## src/rtl/ftdi_cmd_decoder_if.sv

```systemverilog
// Byte-stream and register-bus bundle between the FTDI bridge, the command
// decoder and the register file. master = decoder side, slave = environment side.
interface ftdi_cmd_decoder_if;
  logic        s_tvalid;
  logic        s_tready;
  logic [7:0]  s_tdata;
  logic        m_tvalid;
  logic        m_tready;
  logic [7:0]  m_tdata;
  logic        reg_wr;
  logic        reg_rd;
  logic [7:0]  reg_addr;
  logic [31:0] reg_wdata;
  logic [31:0] reg_rdata;

  modport master (
    input  s_tvalid, s_tdata, m_tready, reg_rdata,
    output s_tready, m_tvalid, m_tdata, reg_wr, reg_rd, reg_addr, reg_wdata
  );

  modport slave (
    output s_tvalid, s_tdata, m_tready, reg_rdata,
    input  s_tready, m_tvalid, m_tdata, reg_wr, reg_rd, reg_addr, reg_wdata
  );
endinterface

```

## src/rtl/ftdi_cmd_decoder.sv

```systemverilog
// Host frame parser: 55 01 A D0..D3 CHK (write) / 55 02 A CHK (read) into
// single-cycle register strokes, with AA-prefixed response frames back to the host.
module ftdi_cmd_decoder #(
  parameter int TIMEOUT = 65535
) (
  input  logic                clk,
  input  logic                rst_n,
  ftdi_cmd_decoder_if.master  bus,
  output logic [7:0]          err_cnt
);
  localparam int IW = $clog2(TIMEOUT + 1);

  typedef enum logic [2:0] {HUNT, CMD, ADDR, DATA, CHK, EXEC, RDWAIT, RESP} state_t;
  state_t state, nxt;

  logic          cmd_wr;
  logic [7:0]    chk, code, addr_q;
  logic [1:0]    didx;
  logic [2:0]    ridx, rlen;
  logic [31:0]   rdata_q, wdata_q;
  logic [IW-1:0] idle;
  logic          in_frame, acc, tmo, txd, chk_ok, bad_cmd, err_now;

  assign in_frame = (state == CMD) || (state == ADDR) || (state == DATA) || (state == CHK);
  assign acc      = bus.s_tvalid & bus.s_tready;
  assign txd      = bus.m_tvalid & bus.m_tready;
  assign tmo      = in_frame & ~acc & (idle == IW'(TIMEOUT - 1));
  assign chk_ok   = (bus.s_tdata == chk);
  assign bad_cmd  = (bus.s_tdata != 8'h55) && (bus.s_tdata != 8'h01) && (bus.s_tdata != 8'h02);
  assign err_now  = acc & (((state == CMD) & bad_cmd) | ((state == CHK) & ~chk_ok));

  always_ff @(posedge clk or negedge rst_n)
    if (!rst_n) state <= HUNT;
    else        state <= nxt;

  always_comb begin
    nxt = state;
    case (state)
      HUNT:   if (acc && bus.s_tdata == 8'h55) nxt = CMD;
      CMD:    if (acc) nxt = (bus.s_tdata == 8'h55) ? CMD : (bad_cmd ? RESP : ADDR);
      ADDR:   if (acc) nxt = cmd_wr ? DATA : CHK;
      DATA:   if (acc && didx == 2'd3) nxt = CHK;
      CHK:    if (acc) nxt = chk_ok ? EXEC : RESP;
      EXEC:   nxt = cmd_wr ? RESP : RDWAIT;
      RDWAIT: nxt = RESP;
      RESP:   if (txd && ridx == rlen - 3'd1) nxt = HUNT;
      default: nxt = HUNT;
    endcase
    if (tmo) nxt = HUNT;
  end

  always_ff @(posedge clk or negedge rst_n) begin
    if (!rst_n) begin
      err_cnt <= '0;
      idle    <= '0;
      cmd_wr  <= 1'b0;
      chk     <= '0;
      code    <= '0;
      addr_q  <= '0;
      didx    <= '0;
      ridx    <= '0;
      rlen    <= '0;
      rdata_q <= '0;
      wdata_q <= '0;
    end else begin
      if ((err_now || tmo) && err_cnt != 8'hFF) err_cnt <= err_cnt + 8'd1;
      idle <= (in_frame && !acc) ? idle + 1'b1 : '0;
      if (acc) begin
        case (state)
          HUNT, CMD: begin
            // SYNC (first or repeated) restarts the checksum; a command byte seeds it
            chk <= (state == HUNT || bus.s_tdata == 8'h55) ? 8'h00 : bus.s_tdata;
            if (state == CMD) cmd_wr <= (bus.s_tdata == 8'h01);
          end
          ADDR: begin
            addr_q <= bus.s_tdata;
            chk    <= chk ^ bus.s_tdata;
            didx   <= '0;
          end
          DATA: begin
            wdata_q[{didx, 3'b000} +: 8] <= bus.s_tdata;
            chk  <= chk ^ bus.s_tdata;
            didx <= didx + 2'd1;
          end
          default: ;
        endcase
      end
      if (err_now) begin
        code <= 8'hEE; rlen <= 3'd2; ridx <= '0;
      end else if (state == EXEC && cmd_wr) begin
        code <= 8'h01; rlen <= 3'd2; ridx <= '0;
      end else if (state == RDWAIT) begin
        rdata_q <= bus.reg_rdata;
        code <= 8'h02; rlen <= 3'd6; ridx <= '0;
      end else if (state == RESP && txd) begin
        ridx <= ridx + 3'd1;
      end
    end
  end

  always_comb begin
    bus.s_tready  = in_frame || (state == HUNT);
    bus.m_tvalid  = (state == RESP);
    bus.m_tdata   = 8'h00;
    if (state == RESP) begin
      case (ridx)
        3'd0:    bus.m_tdata = 8'hAA;
        3'd1:    bus.m_tdata = code;
        3'd2:    bus.m_tdata = rdata_q[7:0];
        3'd3:    bus.m_tdata = rdata_q[15:8];
        3'd4:    bus.m_tdata = rdata_q[23:16];
        3'd5:    bus.m_tdata = rdata_q[31:24];
        default: bus.m_tdata = 8'h00;
      endcase
    end
    bus.reg_wr    = (state == EXEC) &&  cmd_wr;
    bus.reg_rd    = (state == EXEC) && !cmd_wr;
    bus.reg_addr  = addr_q;
    bus.reg_wdata = wdata_q;
  end
endmodule
```

## src/flat_wrapper.sv

```systemverilog
// flat-port wrapper written by rule: the top's interface ports become plain ports
module ftdi_cmd_decoder_flat 
#(
  parameter int TIMEOUT = 65535
)
  (clk, rst_n, err_cnt, bus_s_tvalid, bus_s_tdata, bus_m_tready, bus_reg_rdata, bus_s_tready, bus_m_tvalid, bus_m_tdata, bus_reg_wr, bus_reg_rd, bus_reg_addr, bus_reg_wdata);
  ftdi_cmd_decoder_if bus_i ();
  input  logic clk;
  input  logic rst_n;
  output logic [7:0] err_cnt;
  input wire logic [$bits(bus_i.s_tvalid)-1:0] bus_s_tvalid;
  input wire logic [$bits(bus_i.s_tdata)-1:0] bus_s_tdata;
  input wire logic [$bits(bus_i.m_tready)-1:0] bus_m_tready;
  input wire logic [$bits(bus_i.reg_rdata)-1:0] bus_reg_rdata;
  output wire logic [$bits(bus_i.s_tready)-1:0] bus_s_tready;
  output wire logic [$bits(bus_i.m_tvalid)-1:0] bus_m_tvalid;
  output wire logic [$bits(bus_i.m_tdata)-1:0] bus_m_tdata;
  output wire logic [$bits(bus_i.reg_wr)-1:0] bus_reg_wr;
  output wire logic [$bits(bus_i.reg_rd)-1:0] bus_reg_rd;
  output wire logic [$bits(bus_i.reg_addr)-1:0] bus_reg_addr;
  output wire logic [$bits(bus_i.reg_wdata)-1:0] bus_reg_wdata;
  assign bus_i.s_tvalid = bus_s_tvalid;
  assign bus_i.s_tdata = bus_s_tdata;
  assign bus_i.m_tready = bus_m_tready;
  assign bus_i.reg_rdata = bus_reg_rdata;
  assign bus_s_tready = bus_i.s_tready;
  assign bus_m_tvalid = bus_i.m_tvalid;
  assign bus_m_tdata = bus_i.m_tdata;
  assign bus_reg_wr = bus_i.reg_wr;
  assign bus_reg_rd = bus_i.reg_rd;
  assign bus_reg_addr = bus_i.reg_addr;
  assign bus_reg_wdata = bus_i.reg_wdata;
  ftdi_cmd_decoder #(.TIMEOUT(TIMEOUT)) u_core (.clk(clk), .rst_n(rst_n), .bus(bus_i), .err_cnt(err_cnt));
endmodule
```

## config.mk

```make
export PLATFORM = sky130hd
export DESIGN_NAME = ftdi_cmd_decoder_flat
export DESIGN_NICKNAME = d
export VERILOG_FILES = /design/src/rtl/ftdi_cmd_decoder_if.sv /design/src/rtl/ftdi_cmd_decoder.sv /design/src/flat_wrapper.sv
export SDC_FILE = /design/constraint.sdc
export NUM_CORES = 1
export LEC_CHECK = 0
export ABC_AREA = 1
export BUFFER_PORTS_ARGS = -buffer_cell sky130_fd_sc_hd__buf_2
export CAP_MARGIN = 20
export CORE_AREA = 5 5 121 123
export CTS_BUF_LIST = sky130_fd_sc_hd__clkbuf_4
export DETAILED_ROUTE_END_ITERATION = 8
export DIE_AREA = 0 0 126 128
export PLACE_DENSITY = 0.68
export SLEW_MARGIN = 30
export SYNTH_ARGS = -nofsm -noshare
export SYNTH_HDL_FRONTEND = slang
export SYNTH_SLANG_ARGS = --single-unit
```

## constraint.sdc

```tcl
create_clock -name clk -period 2.1 [get_ports clk]
set_input_delay 0.315 -clock clk [delete_from_list [all_inputs] [get_ports clk]]
set_output_delay 0.315 -clock clk [all_outputs]
set_load 0.03 [all_outputs]
```

==> summary.txt, run 1 <==
Floorplan
  – Chip height: around 130 um
  – I/O Pins: ~100
  – Core ar.: approximately 14000 sq um
  – DIE AREA: around 16000 sq um
  – Initial Util: between 40% and 50%
  – Row cnt: 43
  – Die Wd: about 130 um

Clocking
  – CTS sink count: around 120
  – Max Root-Sink Buffers: 2
  – Skew-Pair Late Insertion Delay: approximately 540 ps
  – CTS buffer count: 17
  – Number of H-tree levels: 4
  – Reg clk slew, reported paths: around 120 ps
  – CTS Root Cell: clkbuf_4
  – TritonCTS clock tree: yes

Power and ir drop
  – Worst vdd ir: just under 0.9 mV
  – Pwr per Cell Area: approximately 1200 nW/um^2
  – Pleak: 3.93 nW
  – Final Power: slightly below 0.01 W

STA
  – Slew Limit Fails: 0
  – Period minus WS final: ~2400 ps
  – Slew headroom: between 50% and 60%
  – Final Hold Fails: 0
  – Worst clock skew: 17.5 ps
  – Share of the clock period used by the worst path: 112%
  – # setup viols final: 8
  – Min Hold Slack: slightly below 70 ps
  – Unrepaired setup endpoints after global routing: yes
  – Worst-Margin Slew: 635 ps
  – Final setup margin: -258 ps
  – Fmax: roughly 420 MHz

Logic synthesis
  – Sequential share of the synthesized area: roughly half
  – Synthesis-stage register bit count: 118
  – Post-Synth Simple-Gate Area: 30.3%
  – Xor and xnor area share after synthesis: 1.18%
  – Post-synthesis compound-gate area fraction: under 10%
  – Post-synthesis mux area share: 0%
  – Number of distinct library cells after synthesis: 43
  – Largest family of logic cells by synthesized area: simple AND/OR/NAND/NOR gates
  – Netlist area before placement: ~5900 sq um
  – Synth top area share: about half
  – Synth Area per Inst: ~8.0 sq um
  – Ys Warns: 0
  – Synthesized instance count: ~750
  – Post-synth top area cell: dfrtp_1
  – Synth Flop Type: dfrtp_1
  – Post-synthesis adder-cell area fraction: between 2 and 3%
  – FFs w/ async S/R, synth: 100%
  – EDFF count, synth: 0
  – Ranking of synthesized cells by area: dfrtp_1, nand2_1, nand3_1, o21ai_0, inv_1
  – Synth Net Count: roughly 800

Placement
  – Port-buffer cells: 103
  – Placer Congestion: around 0.87
  – Setup WS pre-CTS: 133 ps
  – Detailed Place HPWL: 11.0 mm

Outcome
  – Status: complete, but fails checks
  – Failing checks: setup timing

Setup path
  – CP arrival: 2040 ps
  – Startpoint Class: flop
  – Crit path max fanout: 7
  – Crit. End Element: output port
  – CP Class: flop to output port
  – Data required, critical path: approximately 1800 ps

Global route
  – Initial antenna violation count: 0
  – Met3 usage: under 10%
  – Vias in the first global route: ~5.6k
  – Layer with the highest usage: met2
  – Largest net degree at the start of global routing: 46
  – First-pass GRT wire length: 26.7 mm
  – Aggregate global routing overflow: 0
  – GR Util met2: 32.1%
  – GRT Util Overall: between 20% and 30%
  – GRT met1 Usage: 26.4%

Detailed routing
  – WL final: around 16 mm
  – DRC viols: 0
  – Via/cell ratio: slightly above 5
  – DRT Pass-1 Iters: 5
  – Vias: ~5.6k
  – Per-cell routed wire length: between 10 and 15 um
  – DR iter-0 viols: 402
  – Antenna Violating Nets Remaining: 0

Cells and area
  – Diode count: 0
  – Layout Area Growth over Synthesis: 31.8%
  – Multi-input logic area: around 2900 sq um
  – Layout cells sized above 1: a little over a quarter
  – Final nets: 967
  – Fill count: 1225
  – Register area: 2960 sq um

Flow run
  – Number of max-cap violations: 0

Worst hold path
  – HP Class: primary input to flop
[where the power goes]
part	leakage [nW]	switching (W)	total, W	internal (W)
Combinational	2.26	0.00275	0.00421	0.00146
Clock	0.159	0.000885	0.00185	0.000964
Sequential	1.51	0.000583	0.00359	0.00300
[stage by stage]
stage | area (sq um) | std cells | TNS, ps | util, %
after floorplan | 5990 | 747 | 0 | -
after global placement | 6820 | 1028 | 0 | 50.3
after detailed placement | 6820 | 1028 | 0 | 50.3
after CTS | 7710 | 1099 | -1670 | 56.9
after global routing | 7840 | 1103 | -2640 | 57.8
final | 7840 | 1103 | -1730 | 57.8
[worst paths after layout]
path,from,to,slack (ps),cells past startpoint
max in group asynchronous,rst_n,u_core.err_cnt[7]$_DFFE_PN0P_,1170,3
worst max register to register,u_core.state[2]$_DFFE_PN0P_,u_core.code[6]$_DFFE_PN0P_,270,10
worst min-delay path,bus_s_tdata[2],u_core.bus.reg_wdata[18]$_DFFE_PN0P_,70,3
worst max-delay path,u_core.ridx[1]$_DFFE_PN0P_,bus_m_tdata[5],-260,7
worst min register to register,u_core.bus.reg_addr[3]$_DFFE_PN0P_,u_core.bus.reg_addr[3]$_DFFE_PN0P_,490,2
min in group asynchronous,rst_n,u_core.rdata_q[28]$_DFFE_PN0P_,350,2
[registers in the layout, summed over array words and instances, names as in the netlist]
| name | cells |
|---|---|
| u_core.state | 3 |
| u_core.ridx | 3 |
| u_core.chk | 8 |
| u_core.didx | 2 |
| u_core.bus.reg_wdata | 32 |
| u_core.idle | 16 |
| u_core.code | 3 |
| u_core.rlen | 2 |
| u_core.err_cnt | 8 |
| u_core.rdata_q | 32 |
| u_core.bus.reg_addr | 8 |
| u_core.cmd_wr | 1 |
[cell usage after synthesis, types with 3 or more instances]
cell	number
a21oi_1	17
a22oi_1	8
a31oi_1	16
clkbuf_1	15
clkinv_1	5
dfrtp_1	118
ha_1	13
inv_1	53
inv_2	7
nand2_1	263
nand2_2	5
nand2_4	4
nand3_1	50
nand4_1	10
nor2_1	47
nor2_2	4
nor3_1	24
o2111ai_1	3
o21ai_0	44
xor2_1	6
[final cells by class]
class                      count  area share [%]
sequential                   118            37.8
multi-input combinational    539            36.7
timing repair buffer         168            15.3
inverter                      66            3.24
tap                          180            2.87
clock inverter                13            2.30
clock buffer                  19            1.82
[layout by cell type, fill, tap and decap left out, types with 5 or more instances in the layout]
| master | count |
|---|---|
| a22oi_1 | 8 |
| nor3_1 | 21 |
| clkinvlp_4 | 5 |
| nor2_2 | 7 |
| inv_2 | 9 |
| dfrtp_2 | 5 |
| inv_1 | 49 |
| a21oi_1 | 16 |
| nor2_1 | 44 |
| dlygate4sd3_1 | 34 |
| clkbuf_4 | 20 |
| ha_4 | 5 |
| buf_6 | 11 |
| clkinv_1 | 6 |
| ha_1 | 8 |
| nand2_1 | 255 |
| xor2_1 | 6 |
| o21ai_0 | 44 |
| buf_2 | 93 |
| nand3_2 | 9 |
| nand4_1 | 10 |
| dfrtp_1 | 113 |
| a31oi_1 | 13 |
| nor3_2 | 5 |
| nand2_2 | 13 |
| buf_4 | 25 |
| nand3_1 | 40 |
[per-layer routing]
metal,vias up,share of wire (%)
li1,2771,-
met1,2615,43
met2,199,48
met3,35,5.9
met4,0,2.7
met5,-,0
[critical path, stage by stage, from the launching register on]
cell and delay, ps:
dfrtp_2 480, buf_6 140, ha_4 180, nand3_2 70, nand2_2 80, a2111oi_4 310
nor2_1 80, buf_4 190
[kinds of logic (layout without fill, tap and decap cells)]
group,after synthesis,in the layout
AND/OR/NAND/NOR,417,417
flip-flops,118,118
AO/OA/AOI/OAI,101,101
buffers and inverters,90,266
adder cells (fa/ha/maj),13,13
XOR/XNOR,8,8
[timing repair]
action,CTS,global route
endpoints found under the hold margin,74,0
resized for setup,50,23
hold buffers,34,0
setup buffers,5,4
pin swaps,10,15
setup endpoints to repair,9,10
Note: power is estimated with default switching activity, not from simulation.
==> inputs of run 2 (changes only) <==
--- a/config.mk
+++ b/config.mk
@@ -12,7 +12,7 @@
 export CTS_BUF_LIST = sky130_fd_sc_hd__clkbuf_4
 export DETAILED_ROUTE_END_ITERATION = 8
 export DIE_AREA = 0 0 126 128
-export PLACE_DENSITY = 0.68
+export PLACE_DENSITY_LB_ADDON = 0.05
 export SLEW_MARGIN = 30
 export SYNTH_ARGS = -nofsm -noshare
 export SYNTH_HDL_FRONTEND = slang
==> constraint.sdc (replaced) <==
create_clock -name clk -period 2.1 [get_ports clk]
set_input_delay 0.42 -clock clk [delete_from_list [all_inputs] [get_ports clk]]
set_output_delay 0.42 -clock clk [all_outputs]
set_load 0.03 [all_outputs]
==> summary.txt, run 2 (synthesis gave the netlist of run 1 again) <==
Cells and area
  – Layout cells sized above 1: a little over a quarter
  – Layout Area Growth over Synthesis: 25.7%
  – Multi-input logic area: about 2800 sq um
  – Commonest non-fill, non-tap cell in the layout: nand2_1
  – Fill count: 1292
  – Most frequent cells in the layout: nand2_1, dfrtp_1, buf_2
  – Register area: approximately 3000 sq um
  – Final nets: approximately 940
  – Diode count: 0

Power and ir drop
  – Sw Pwr: ~0.0042 W
  – Pwr per Cell Area: between 1000 and 1500 nW/um^2
  – Comb pwr share: approximately 45%
  – Power share of the clock group: between 10% and 20%
  – Switching part of the total: a little over two fifths
  – Cell Int Power: about 0.0053 W
  – Reg power frac: a little under two fifths
  – Final Power: between 0.009 and 0.01 W
  – Worst vdd ir: 0.765 mV
  – Pleak: 3.81 nW

Setup path
  – Crit. End Element: output port
  – Data required, critical path: approximately 1700 ps
  – Crit path max fanout: 7
  – Crit path launch: u_core.ridx[0]$_DFFE_PN0P_
  – R2r startpoint: u_core.state[2]$_DFFE_PN0P_
  – Startpoint Class: flop
  – CP Class: flop to output port
  – CP dominant cell by count: ha_4
  – Critical path cell sequence: ha_4 -> ha_4 -> a32o_2 -> nor2_4 -> a31oi_4 -> buf_6
  – Slowest stage delay, CP: ~480 ps
  – Critical path's slowest cell: dfrtp_2
  – CP arrival: about 2000 ps
  – Capturing point of the worst reg2reg path: u_core.err_cnt[2]$_DFFE_PN0P_
  – Worst R2R Setup Slack: 240 ps
  – Reg2reg path depth: 11

STA
  – Fmax: between 400 and 500 MHz
  – Unrepaired setup endpoints after global routing: yes
  – Worst clock skew: ~16 ps
  – Share of the clock period used by the worst path: 115%
  – Final setup margin: -318 ps
  – Slew headroom: approximately two thirds
  – Final Hold Fails: 0
  – Period minus WS final: about 2400 ps
  – Slew Limit Fails: 0
  – # setup viols final: 8
  – Worst-Margin Slew: between 400 and 500 ps

Placement
  – Detailed Place HPWL: 11.4 mm
  – Port-buffer cells: 103
  – Placer Congestion: between 0.8 and 0.9
  – Setup WS pre-CTS: between 40 and 50 ps

Detailed routing
  – Via/cell ratio: about 5
  – WL final: around 16 mm
  – DRT Pass-1 Iters: 5
  – Vias: ~5.5k
  – Per-cell routed wire length: ~15 um
  – Routed wl met3: 708 um
  – Antenna Violating Nets Remaining: 0
  – DR iter-0 viols: ~330
  – Met2 wire len: between 7 and 8 mm
  – Top Layer Used: met4
  – M1 WL: between 7 and 8 mm
  – DRC viols: 0

Global route
  – GRT Util Overall: about a fifth
  – Largest net degree at the start of global routing: 36
  – First-pass GRT wire length: 26.6 mm
  – Vias in the first global route: between 5k and 6k
  – Initial antenna violation count: 0
  – Aggregate global routing overflow: 0

Clocking
  – TritonCTS clock tree: yes
  – Reg clk slew, reported paths: around 100 ps
  – Number of H-tree levels: 4
  – CTS sink count: about 120
  – CTS Root Cell: clkbuf_4
  – CTS buffer count: 17
  – Max Root-Sink Buffers: 2
  – Skew-Pair Late Insertion Delay: about 540 ps

Floorplan
  – DIE AREA: approximately 16000 sq um
  – Row cnt: 43
  – Die Wd: approximately 130 um
  – I/O Pins: ~100
  – Chip height: 128 um
  – Core ar.: between 10000 and 15000 sq um
  – Initial Util: between 40% and 50%

Outcome
  – Failing checks: setup timing
  – Status: complete, but fails checks

Worst hold path
  – Min-delay src: bus_reg_rdata[7]
  – HP Class: primary input to flop
  – Hold endpoint: u_core.rdata_q[7]$_DFFE_PN0P_
  – Hold path depth: 3

Flow run
  – Number of max-cap violations: 0
run 2: worst max-delay path by stage:
stage | slack, ps | to | cells after the start
2_1_floorplan | -10 | bus_m_tdata[1] | 4
3_3_place_gp | 80 | bus_m_tdata[5] | 5
3_5_place_dp | 50 | bus_m_tdata[5] | 5
4_1_cts | -370 | bus_m_tdata[2] | 8
5_1_grt | -410 | bus_m_tdata[3] | 6
6_report | -320 | bus_m_tdata[3] | 6
run 2: final cells by class:
type	instances	share of cell area, %
inverter	66	3.40
multi-input combinational	539	38.1
tap	180	3.01
clock buffer	21	2.11
clock inverter	11	1.77
timing repair buffer	139	12.0
sequential	118	39.6
run 2: power groups by stage:
stage / registers [W] / clock network [W] / logic (W)
after floorplan: 0.00384 / 0 / 0.00235
after global placement: 0.00355 / 0 / 0.00386
after detailed placement: 0.00356 / 0 / 0.00391
after CTS: 0.00353 / 0.00178 / 0.00410
after global routing: 0.00362 / 0.00190 / 0.00472
final: 0.00354 / 0.00173 / 0.00422
run 2: stage by stage:
step	std cells	hold WS [ps]	instance area, sq um	TNS (ps)	util (%)
floorplan	747	124	6000	-41.0	-
global placement	1030	411	6820	0	50.3
detailed placement	1030	415	6820	0	50.3
CTS	1068	21.2	7330	-2630	54.1
global route	1074	25.9	7480	-3040	55.1
finish	1074	72.2	7480	-2100	55.1
run 2: worst max-delay path: cells and delay by family, from the launching register on:
kind | cells | cell delay, ps
fa+ha+maj | 2 | 380
buf+inv | 1 | 140
flops | 1 | 480
compound gates | 2 | 350
simple gates | 1 | 120
run 2: repair_timing:
action,4_1_cts,5_1_grt
hold buffers,1,0
gates resized for setup,44,27
pin swaps,5,11
buffers inserted,5,6
setup endpoints to repair,12,11
hold endpoints to repair,31,0
run 2: per-layer routing:
metal	vias to the layer above	GRT usage, %
li1	2701	-
met1	2598	28.0
met2	130	32.2
met3	30	4.42
met4	0	6.75
met5	-	0
==> inputs of run 3 (changes only) <==
--- a/config.mk
+++ b/config.mk
@@ -7,9 +7,9 @@
 export LEC_CHECK = 0
 export ABC_AREA = 1
 export BUFFER_PORTS_ARGS = -buffer_cell sky130_fd_sc_hd__buf_2
-export CAP_MARGIN = 20
+export CAP_MARGIN = 30
 export CORE_AREA = 5 5 121 123
-export CTS_BUF_LIST = sky130_fd_sc_hd__clkbuf_4
+export CTS_BUF_LIST = sky130_fd_sc_hd__clkbuf_16
 export DETAILED_ROUTE_END_ITERATION = 8
 export DIE_AREA = 0 0 126 128
 export PLACE_DENSITY_LB_ADDON = 0.05
==> summary.txt, run 3 (synthesis gave the netlist of run 1 again) <==
Outcome
  – Status: complete, but fails checks
  – Failing checks: setup timing

Setup path
  – Crit path max fanout: 7
  – CP Class: flop to output port
  – Startpoint Class: flop
  – Crit. End Element: output port
  – Reg2reg path depth: 9
  – CP arrival: about 1900 ps
  – Data required, critical path: approximately 1700 ps
  – R2r startpoint: u_core.state[1]$_DFFE_PN0P_
  – Crit path launch: u_core.ridx[0]$_DFFE_PN0P_

STA
  – Slew headroom: between 60 and 70%
  – Worst clock skew: a little over 7 ps
  – Final Hold Fails: 0
  – Worst-Margin Slew: 491 ps
  – Final setup margin: -182 ps
  – Fmax: around 440 MHz
  – Slew Limit Fails: 0
  – Period minus WS final: 2280 ps
  – Min Hold Slack: ~200 ps
  – # setup viols final: 8
  – Share of the clock period used by the worst path: 109%
  – Unrepaired setup endpoints after global routing: yes

Power and ir drop
  – Pwr per Cell Area: approximately 1400 nW/um^2
  – Final Power: around 0.011 W
  – Pleak: between 3 and 4 nW
  – Worst vdd ir: 1.03 mV

Detailed routing
  – DR iter-0 viols: around 340
  – Via/cell ratio: ~5.0
  – Vias: about 5.4k
  – DRT Pass-1 Iters: 5
  – Per-cell routed wire length: between 10 and 15 um
  – Antenna Violating Nets Remaining: 0
  – WL final: 15.7 mm
  – DRC viols: 0

Clocking
  – Max Root-Sink Buffers: 2
  – Number of H-tree levels: 4
  – CTS Root Cell: clkbuf_16
  – CTS sink count: around 120
  – Skew-Pair Late Insertion Delay: around 410 ps
  – TritonCTS clock tree: yes
  – Reg clk slew, reported paths: ~50 ps
  – CTS buffer count: 17

Worst hold path
  – HP Class: primary input to flop
  – Hold path depth: 3
  – Min-delay src: bus_reg_rdata[7]

Placement
  – Setup WS pre-CTS: 46.5 ps
  – Detailed Place HPWL: ~11 mm
  – Port-buffer cells: a little over 100
  – Placer Congestion: between 0.8 and 0.9

Global route
  – Vias in the first global route: ~5.4k
  – GRT Util Overall: 20.3%
  – Aggregate global routing overflow: 0
  – First-pass GRT wire length: 26.4 mm
  – Largest net degree at the start of global routing: 36
  – Initial antenna violation count: 0

Cells and area
  – Final nets: ~940
  – Layout cells sized above 1: 26.1%
  – Most frequent cells in the layout: nand2_1, dfrtp_1, buf_2
  – Layout Area Growth over Synthesis: 29.6%
  – Register area: roughly 3000 sq um
  – Fill count: ~1.3k
  – Commonest non-fill, non-tap cell in the layout: nand2_1
  – Diode count: 0
  – Multi-input logic area: about 2800 sq um

Floorplan
  – I/O Pins: around 100
  – Die Wd: ~130 um
  – Chip height: roughly 130 um
  – DIE AREA: 16100 sq um
  – Core ar.: about 14000 sq um
  – Initial Util: a little over two fifths
  – Row cnt: 43

Flow run
  – Number of max-cap violations: 0
==> run 3: path summary, 6_finish.rpt <==
path | slack, ps | endpoint
worst max-delay path | -180 | bus_m_tdata[3]
worst min-delay path | 200 | u_core.rdata_q[7]$_DFFE_PN0P_
worst max register to register | 260 | u_core.code[0]$_DFFE_PN0P_
worst min register to register | 480 | u_core.bus.reg_wdata[15]$_DFFE_PN0P_
max in group asynchronous | 990 | u_core.idle[4]$_DFF_PN0_
min in group asynchronous | 530 | u_core.rdata_q[24]$_DFFE_PN0P_
==> run 3: final cells by class <==
type	instances	share of cell area, %
flip-flops and latches	118	38.4
multi-input cells	539	36.6
repair buffers	138	11.4
clock buffers	17	5.52
inverters	66	3.29
well taps	180	2.92
clock inverters	15	1.92
==> run 3: power breakdown <==
part           switching [W]  internal (W)
clock                0.00101       0.00182
sequential          0.000524       0.00302
combinational        0.00274       0.00141
total                0.00427       0.00625
==> run 3: repair_timing <==
action / in CTS / in global routing
endpoints found under the setup margin: 8 / 8
pin swaps: 2 / 5
hold endpoints to repair: 31 / 0
gates resized for setup: 43 / 16
hold buffers: 1 / 0
setup buffers: 7 / 3
==> run 3: worst max-delay path, cell delays in order, from the launching register on <==
cell,delay (ps)
dfrtp_2,460
ha_4,190
ha_4,190
a32o_1,220
nor2_2,130
a31oi_2,110
buf_6,150
==> run 3: metal layers <==
metal / GRT usage, % / wire (um) / up-vias
li1: - / - / 2709
met1: 27.9 / 7320 / 2547
met2: 31.9 / 7320 / 131
met3: 5.13 / 810 / 16
met4: 6.31 / 211 / 0
met5: 0 / 0 / -
==> run 3: stage by stage <==
stage          setup TNS (ps)  instances  instance area (sq um)  utilization, %
6_report                 -967       1073                   7710            56.9
5_1_grt                 -1620       1073                   7710            56.9
3_5_place_dp                0       1030                   6820            50.3
3_3_place_gp                0       1030                   6820            50.3
4_1_cts                 -1130       1070                   7620            56.2
2_1_floorplan           -41.0        747                   6000               -
